**src/rtl/reg_file_pkg.sv**
```systemverilog
// reg_file_pkg: FSM state type and sizing helper shared by the register file blocks
package reg_file_pkg;
  typedef enum logic {ST_IDLE, ST_CLEAR} state_t;
  function automatic int depth_of(int addr_w);
    return 1 << addr_w;
  endfunction
endpackage

```
**src/rtl/reg_file_mp_if.sv**
```systemverilog
// reg_file_mp_if: read, write-back, issue, clear and debug signals of the register file
interface reg_file_mp_if #(
  parameter int DATA_W = 32,
  parameter int ADDR_W = 5,
  parameter int NUM_RD = 2,
  parameter int NUM_WR = 1
);
  logic [NUM_RD*ADDR_W-1:0] rd_addr;
  logic [NUM_RD*DATA_W-1:0] rd_data;
  logic [NUM_RD-1:0]        rd_ready;
  logic [NUM_WR-1:0]        wr_en;
  logic [NUM_WR*ADDR_W-1:0] wr_addr;
  logic [NUM_WR*DATA_W-1:0] wr_data;
  logic                     iss_en;
  logic [ADDR_W-1:0]        iss_addr;
  logic                     clr_req;
  logic                     clr_busy;
  logic [ADDR_W-1:0]        dbg_addr;
  logic [DATA_W-1:0]        dbg_data;
  modport master (
    output rd_addr, wr_en, wr_addr, wr_data, iss_en, iss_addr, clr_req, dbg_addr,
    input  rd_data, rd_ready, clr_busy, dbg_data
  );
  modport slave (
    input  rd_addr, wr_en, wr_addr, wr_data, iss_en, iss_addr, clr_req, dbg_addr,
    output rd_data, rd_ready, clr_busy, dbg_data
  );
endinterface

```
**src/rtl/reg_file_scoreboard.sv**
```systemverilog
// reg_file_scoreboard: per-register pending bits and read-port ready generation
module reg_file_scoreboard
  import reg_file_pkg::*;
#(
  parameter int ADDR_W = 5,
  parameter int NUM_RD = 2,
  parameter int NUM_WR = 1
) (
  input  logic                     clk,
  input  logic                     rst_n,
  input  logic [NUM_WR-1:0]        we,
  input  logic [NUM_WR*ADDR_W-1:0] wr_addr,
  input  logic                     iss,
  input  logic [ADDR_W-1:0]        iss_addr,
  input  logic                     clr,
  input  logic [ADDR_W-1:0]        clr_addr,
  input  logic [NUM_RD*ADDR_W-1:0] rd_addr,
  input  logic [NUM_RD-1:0]        hit,
  output logic [NUM_RD-1:0]        ready
);
  localparam int DEPTH = depth_of(ADDR_W);
  logic [DEPTH-1:0] pending, pend_nxt;
  always_ff @(posedge clk or negedge rst_n)
    if (!rst_n) pending <= '0;
    else pending <= pend_nxt;
  // issue is applied after write-back clears so a new producer keeps the bit set
  always_comb begin
    pend_nxt = pending;
    for (int j = 0; j < NUM_WR; j++)
      if (we[j]) pend_nxt[wr_addr[j*ADDR_W +: ADDR_W]] = 1'b0;
    if (iss) pend_nxt[iss_addr] = 1'b1;
    if (clr) pend_nxt[clr_addr] = 1'b0;
  end
  always_comb begin
    ready = '0;
    for (int k = 0; k < NUM_RD; k++)
      ready[k] = !pending[rd_addr[k*ADDR_W +: ADDR_W]] | hit[k];
  end
endmodule

```
**src/rtl/reg_file_mp.sv**
```systemverilog
// reg_file_mp: multi-port register file with write-through bypass, pending scoreboard
// and a sequential soft-clear of every register
module reg_file_mp
  import reg_file_pkg::*;
#(
  parameter int DATA_W  = 32,
  parameter int ADDR_W  = 5,
  parameter int NUM_RD  = 2,
  parameter int NUM_WR  = 1,
  parameter int ZERO_R0 = 1
) (
  input logic         clk,
  input logic         SYS_reset_n,
  reg_file_mp_if.slave bus
);
  localparam int DEPTH = depth_of(ADDR_W);
  localparam logic [ADDR_W:0] LAST = (ADDR_W+1)'(DEPTH-1);
  state_t state, state_nxt;
  logic [ADDR_W:0] cnt, cnt_nxt;
  logic busy, iss;
  logic [DATA_W-1:0] mem [DEPTH];
  logic [ADDR_W-1:0] wa [NUM_WR];
  logic [DATA_W-1:0] wd [NUM_WR];
  logic [NUM_WR-1:0] we;
  logic [DATA_W-1:0] rd_d [NUM_RD];
  logic [NUM_RD-1:0] hit;
  // r0 writes and issues are discarded here, so r0 never bypasses nor goes pending
  for (genvar j = 0; j < NUM_WR; j++) begin : g_wr
    assign wa[j] = bus.wr_addr[j*ADDR_W +: ADDR_W];
    assign wd[j] = bus.wr_data[j*DATA_W +: DATA_W];
    assign we[j] = SYS_reset_n && !busy && bus.wr_en[j] && !(ZERO_R0 != 0 && wa[j] == '0);
  end
  assign iss = SYS_reset_n && !busy && bus.iss_en && !(ZERO_R0 != 0 && bus.iss_addr == '0);
  for (genvar k = 0; k < NUM_RD; k++) begin : g_rd
    assign bus.rd_data[k*DATA_W +: DATA_W] = rd_d[k];
  end
  always_comb begin
    hit = '0;
    for (int k = 0; k < NUM_RD; k++) begin
      rd_d[k] = mem[bus.rd_addr[k*ADDR_W +: ADDR_W]];
      for (int j = 0; j < NUM_WR; j++)
        if (we[j] && wa[j] == bus.rd_addr[k*ADDR_W +: ADDR_W]) begin
          hit[k] = 1'b1;
          rd_d[k] = wd[j];
        end
    end
  end
  always_ff @(posedge clk or negedge SYS_reset_n)
    if (!SYS_reset_n) state <= ST_IDLE;
    else state <= state_nxt;
  always_comb begin
    state_nxt = state == ST_IDLE ? (bus.clr_req ? ST_CLEAR : ST_IDLE)
                                 : (cnt == LAST ? ST_IDLE : ST_CLEAR);
    cnt_nxt = state == ST_CLEAR ? cnt + 1'b1 : '0;
  end
  assign busy = state == ST_CLEAR;
  assign bus.clr_busy = busy;
  assign bus.dbg_data = mem[bus.dbg_addr];
  // later write ports overwrite earlier ones on an address collision
  always_ff @(posedge clk or negedge SYS_reset_n)
    if (!SYS_reset_n) begin
      cnt <= '0;
      for (int i = 0; i < DEPTH; i++) mem[i] <= '0;
    end else begin
      cnt <= cnt_nxt;
      if (busy) mem[cnt[ADDR_W-1:0]] <= '0;
      else for (int j = 0; j < NUM_WR; j++) if (we[j]) mem[wa[j]] <= wd[j];
    end
  reg_file_scoreboard #(.ADDR_W(ADDR_W), .NUM_RD(NUM_RD), .NUM_WR(NUM_WR)) u_sb (
    .clk(clk),
    .rst_n(SYS_reset_n),
    .we(we),
    .wr_addr(bus.wr_addr),
    .iss(iss),
    .iss_addr(bus.iss_addr),
    .clr(busy),
    .clr_addr(cnt[ADDR_W-1:0]),
    .rd_addr(bus.rd_addr),
    .hit(hit),
    .ready(bus.rd_ready)
  );
endmodule
```
**src/flat_wrapper.sv**
```systemverilog
// flat-port wrapper written by rule: the top's interface ports become plain ports
module reg_file_mp_flat import reg_file_pkg::*;
#(
  parameter int DATA_W  = 32,
  parameter int ADDR_W  = 5,
  parameter int NUM_RD  = 2,
  parameter int NUM_WR  = 1,
  parameter int ZERO_R0 = 1
)
  (clk, SYS_reset_n, bus_rd_addr, bus_wr_en, bus_wr_addr, bus_wr_data, bus_iss_en, bus_iss_addr, bus_clr_req, bus_dbg_addr, bus_rd_data, bus_rd_ready, bus_clr_busy, bus_dbg_data);
  reg_file_mp_if #(.DATA_W(DATA_W), .ADDR_W(ADDR_W), .NUM_RD(NUM_RD), .NUM_WR(NUM_WR)) bus_i ();
  input logic clk;
  input logic SYS_reset_n;
  input wire logic [$bits(bus_i.rd_addr)-1:0] bus_rd_addr;
  input wire logic [$bits(bus_i.wr_en)-1:0] bus_wr_en;
  input wire logic [$bits(bus_i.wr_addr)-1:0] bus_wr_addr;
  input wire logic [$bits(bus_i.wr_data)-1:0] bus_wr_data;
  input wire logic [$bits(bus_i.iss_en)-1:0] bus_iss_en;
  input wire logic [$bits(bus_i.iss_addr)-1:0] bus_iss_addr;
  input wire logic [$bits(bus_i.clr_req)-1:0] bus_clr_req;
  input wire logic [$bits(bus_i.dbg_addr)-1:0] bus_dbg_addr;
  output wire logic [$bits(bus_i.rd_data)-1:0] bus_rd_data;
  output wire logic [$bits(bus_i.rd_ready)-1:0] bus_rd_ready;
  output wire logic [$bits(bus_i.clr_busy)-1:0] bus_clr_busy;
  output wire logic [$bits(bus_i.dbg_data)-1:0] bus_dbg_data;
  assign bus_i.rd_addr = bus_rd_addr;
  assign bus_i.wr_en = bus_wr_en;
  assign bus_i.wr_addr = bus_wr_addr;
  assign bus_i.wr_data = bus_wr_data;
  assign bus_i.iss_en = bus_iss_en;
  assign bus_i.iss_addr = bus_iss_addr;
  assign bus_i.clr_req = bus_clr_req;
  assign bus_i.dbg_addr = bus_dbg_addr;
  assign bus_rd_data = bus_i.rd_data;
  assign bus_rd_ready = bus_i.rd_ready;
  assign bus_clr_busy = bus_i.clr_busy;
  assign bus_dbg_data = bus_i.dbg_data;
  reg_file_mp #(.DATA_W(DATA_W), .ADDR_W(ADDR_W), .NUM_RD(NUM_RD), .NUM_WR(NUM_WR), .ZERO_R0(ZERO_R0)) u_core (.clk(clk), .SYS_reset_n(SYS_reset_n), .bus(bus_i));
endmodule
```
**config.mk**
```make
export PLATFORM = sky130hd
export DESIGN_NAME = reg_file_mp_flat
export DESIGN_NICKNAME = d
export VERILOG_FILES = /design/src/rtl/reg_file_pkg.sv /design/src/rtl/reg_file_mp_if.sv /design/src/rtl/reg_file_scoreboard.sv /design/src/rtl/reg_file_mp.sv /design/src/flat_wrapper.sv
export SDC_FILE = /design/constraint.sdc
export NUM_CORES = 2
export LEC_CHECK = 0
export BUFFER_PORTS_ARGS = -buffer_cell sky130_fd_sc_hd__buf_4
export CAP_MARGIN = 15
export CELL_PAD_IN_SITES_DETAIL_PLACEMENT = 0
export CELL_PAD_IN_SITES_GLOBAL_PLACEMENT = 1
export CORE_ASPECT_RATIO = 1.1
export CORE_MARGIN = 1
export CORE_UTILIZATION = 51
export CTS_CLUSTER_SIZE = 20
export DETAILED_ROUTE_END_ITERATION = 8
export PLACE_DENSITY_LB_ADDON = 0.1
export SLEW_MARGIN = 10
export SYNTH_ARGS = -nofsm -noshare
export SYNTH_HDL_FRONTEND = slang
export SYNTH_SLANG_ARGS = --single-unit
export TNS_END_PERCENT = 50
```
**constraint.sdc**
```tcl
create_clock -name clk -period 2.8 [get_ports clk]
set_input_delay 0.14 -clock clk [delete_from_list [all_inputs] [get_ports clk]]
set_output_delay 0.14 -clock clk [all_outputs]
set_load 0.1 [all_outputs]
```
==> impl_metrics.py <==
metrics = {
    "timing": {
        "tightest_slew_ns": 1.341,
        "setup_tns_ns": -7.861,
        "max_slew_margin": 0.1063,
        "setup_viol": 68,
        "skew_ns": 0.04218,
        "maxSlewViolCount": 0,
        "clock.fmax_mhz": 329.2,
        "fin_crit_sh": 1.085,
        "hold_viol": 0,
        "grt_setup_unrepaired": "true",
        "fin_crit_ns": 3.038,
        "setup_ws_ns": -0.2378,
    },
    "floorplanning": {
        "fp-row-count": 140,
        "die_h_microns": 384.5,
        "core-area_sq_mm": 0.1323,
        "die_area_sq_mm": 0.1345,
        "ios": 161,
        "dieWidth_microns": 349.8,
        "initial_core_util": 0.5130,
    },
    "layout": {
        "area_growth_syn_to_layout_pct": 22.61,
        "final.fill_count": 10852,
        "post-route-util": 0.6290,
        "drive_gt1_frac": 0.2841,
        "fin_nets": 7205,
    },
    "global_route": {
        "grt_pass1_vias": 63925,
        "overflow": 0,
        "grt_pass1_wl_microns": 509000,
        "grt_max_degree": 165,
        "antenna_found_initial": 15,
        "grt_use_total": 0.5486,
    },
    "pwr": {
        "intPower_mw": 30.01,
        "vdd_drop_max_v": 0.0006218,
        "p_seq_frac": 0.368,
        "p_clk_frac": 0.376,
        "switching_share": 0.3486,
        "p_per_area_mw_per_mm2": 553.8,
        "p_leak_nw": 34.53,
        "p_comb_frac": 0.255,
        "power.switching_mw": 16.06,
    },
    "setup_path": {
        "cp.arrival_ns": 2.90,
        "cp-start-kind": "flop",
        "cp_slowest_stage_delay_ns": 0.56,
        "critPathTopFamily": "simple AND/OR/NAND/NOR gates",
        "worstSetupPathType": "reg2out",
        "slowest_stage": "or4_4",
        "end_kind": "output port",
        "crit_chain": "mux4_2 > o22ai_2 > or4_4 > o31ai_4 > buf_4 > buf_12",
        "crit_buf_inv": 2,
        "worstPathRequired_ns": 2.66,
        "worst-path-max-fanout": 2,
    },
    "place": {
        "hpwlAfterDp_microns": 225200,
        "globalplace.congestion": 1.022,
        "io_buffer_count": 160,
    },
    "cts": {
        "clkSinkCount": 1063,
        "cts_tree": "done",
        "clock-root-buffer": "clkbuf_16",
        "cts_buffers": 120,
        "clock_latency_ns": 0.81,
        "cts.path.max_buffers": 3,
        "htreeDepth": 3,
        "clk_pin_slew_ns": 0.07,
    },
    "synth": {
        "async_flop_share": 1.000,
        "netlist_area_sq_mm": 0.06785,
        "synth_common_cells": "nand2_1, dfrtp_1, a21oi_1",
        "ys.flop_type": "dfrtp_1",
        "synth_cells": 6932,
        "seq_area_frac_synth": 0.3921,
        "ys_types": 55,
        "synth_nets": 6998,
        "synth_most_common_cell": "nand2_1",
        "syn_avg_cell_area_sq_um": 9.787,
        "synth_top_cells_by_area": "dfrtp_1, mux4_2, nand2_1",
        "synth-edff-count": 0,
        "synth_top_area_frac": 0.3921,
        "yosys.area.top_type": "dfrtp_1",
        "yosysWarningCount": 0,
        "ys_ff_latch": 1063,
    },
    "detailed_routing": {
        "via_per_inst": 7.470,
        "drt_iter0_markers": 11366,
        "vias": 67466,
        "drt-total-wl_microns": 369500,
        "dr.pass1.iters": 9,
        "drcViolationCount": 1,
        "wl_per_cell_microns": 40.91,
        "antenna_left": 0,
    },
    "run_status": {
        "violations": "DRC, setup timing",
        "status": "complete, but fails checks",
    },
    "run": {
        "max_cap_violations": 0,
    },
    "min_path": {
        "hold_path_class": "in2reg",
    },
}
cell usage in the layout, fill, tap and decap left out, drive strengths merged, types with 47 or more instances in the layout:
master / n
or4: 55
a22oi: 145
nor2: 287
mux4: 540
nand3: 219
o22ai: 166
a211oi: 133
mux2i: 422
dlygate4sd3: 47
nand2: 1735
mux2: 197
buf: 759
clkbuf: 169
a21oi: 868
dfrtp: 1063
worst reg2reg max path, stage by stage (launching register included):
cell and delay, ns:
dfrtp_4 0.48, buf_4 0.25, and3b_1 0.32, and3_2 0.55
nand2_2 0.44, buf_4 0.38, nand2_1 0.11, a21oi_1 0.07
power groups by stage:
stage / registers (mW) / logic, mW / clock network, mW
after floorplan: 16.9 / 5.90 / 0
after global placement: 17.2 / 10.3 / 0
after detailed placement: 17.2 / 10.4 / 0
after CTS: 16.9 / 11.2 / 17.2
after global routing: 17.0 / 11.8 / 17.8
final: 17.0 / 11.8 / 17.3
routing by layer:
layer  share of wire  up-vias  global-route usage
li1                -    25691                   -
met1            0.34    33394              0.6706
met2            0.40     6472              0.7340
met3            0.16     1899              0.2479
met4           0.099       10              0.4613
met5         0.00030        -            0.002148
metrics by stage:
step | hold slack (ns) | instances | cell area, sq um | setup WS (ns) | power (mW)
2_1_floorplan | -0.1556 | 6932 | 68540 | -0.2647 | 22.78
4_1_cts | 0.02709 | 8953 | 82240 | -0.1784 | 45.28
6_report | 0.05495 | 9032 | 83190 | -0.2378 | 46.07
3_5_place_dp | 0.3484 | 8599 | 75180 | -0.1804 | 27.59
5_1_grt | 0.1176 | 9015 | 83140 | -0.2210 | 46.67
3_3_place_gp | 0.3429 | 8599 | 75180 | -0.1630 | 27.47
logic make-up (layout without fill, tap and decap cells):
family	after synthesis	after routing	share of synthesized area
flops	1063	1063	0.3921
other cells	0	20	0
compound gates	1498	1498	0.1318
xor+xnor	14	14	0.001807
fa+ha+maj	4	4	0.0007377
simple gates	2466	2466	0.1516
buf+inv	728	1033	0.04771
mux	1159	1159	0.2742
area by class of cell:
cell class,count,area (sq um),share of cell area
clock buffer,165,3467,0.04168
inverter,3,11.26,0.0001354
antenna,20,50.05,0.0006016
timing repair buffer,810,9784,0.1176
tap,1775,2221,0.02670
multi-input combinational,5141,40340,0.4849
sequential,1063,26610,0.3199
clock inverter,55,700.7,0.008423
timing repair:
item / CTS / global route
gates resized for setup: 354 / 91
pin swaps: 89 / 50
setup endpoints to repair: 68 / 67
hold buffers: 47 / 0
cloned: 3 / 4
setup buffers: 84 / 55
endpoints found under the hold margin: 1169 / 0
registers in the layout, indices dropped and copies added (netlist names):
| signal | count |
|---|---|
| u_core.cnt | 6 |
| u_core.bus.clr_busy | 1 |
| u_core.mem | 1024 |
| u_core.u_sb.pending | 32 |
path summary, 6_finish.rpt:
check / to / cells after the start / startpoint / slack [ns]
worst max-delay path: bus_rd_data[36] / 6 / u_core.mem[324] / -0.24
worst min-delay path: u_core.u_sb.pending[28] / 6 / bus_iss_en / 0.05
worst max register to register: u_core.mem[641] / 7 / u_core.bus.clr_busy / 0.09
worst min register to register: u_core.cnt[0] / 1 / u_core.cnt[0] / 0.53
max in group asynchronous: u_core.mem[169] / 4 / SYS_reset_n / 1.21
min in group asynchronous: u_core.mem[320] / 3 / SYS_reset_n / 0.14
Power figures use the tool's default switching activity.
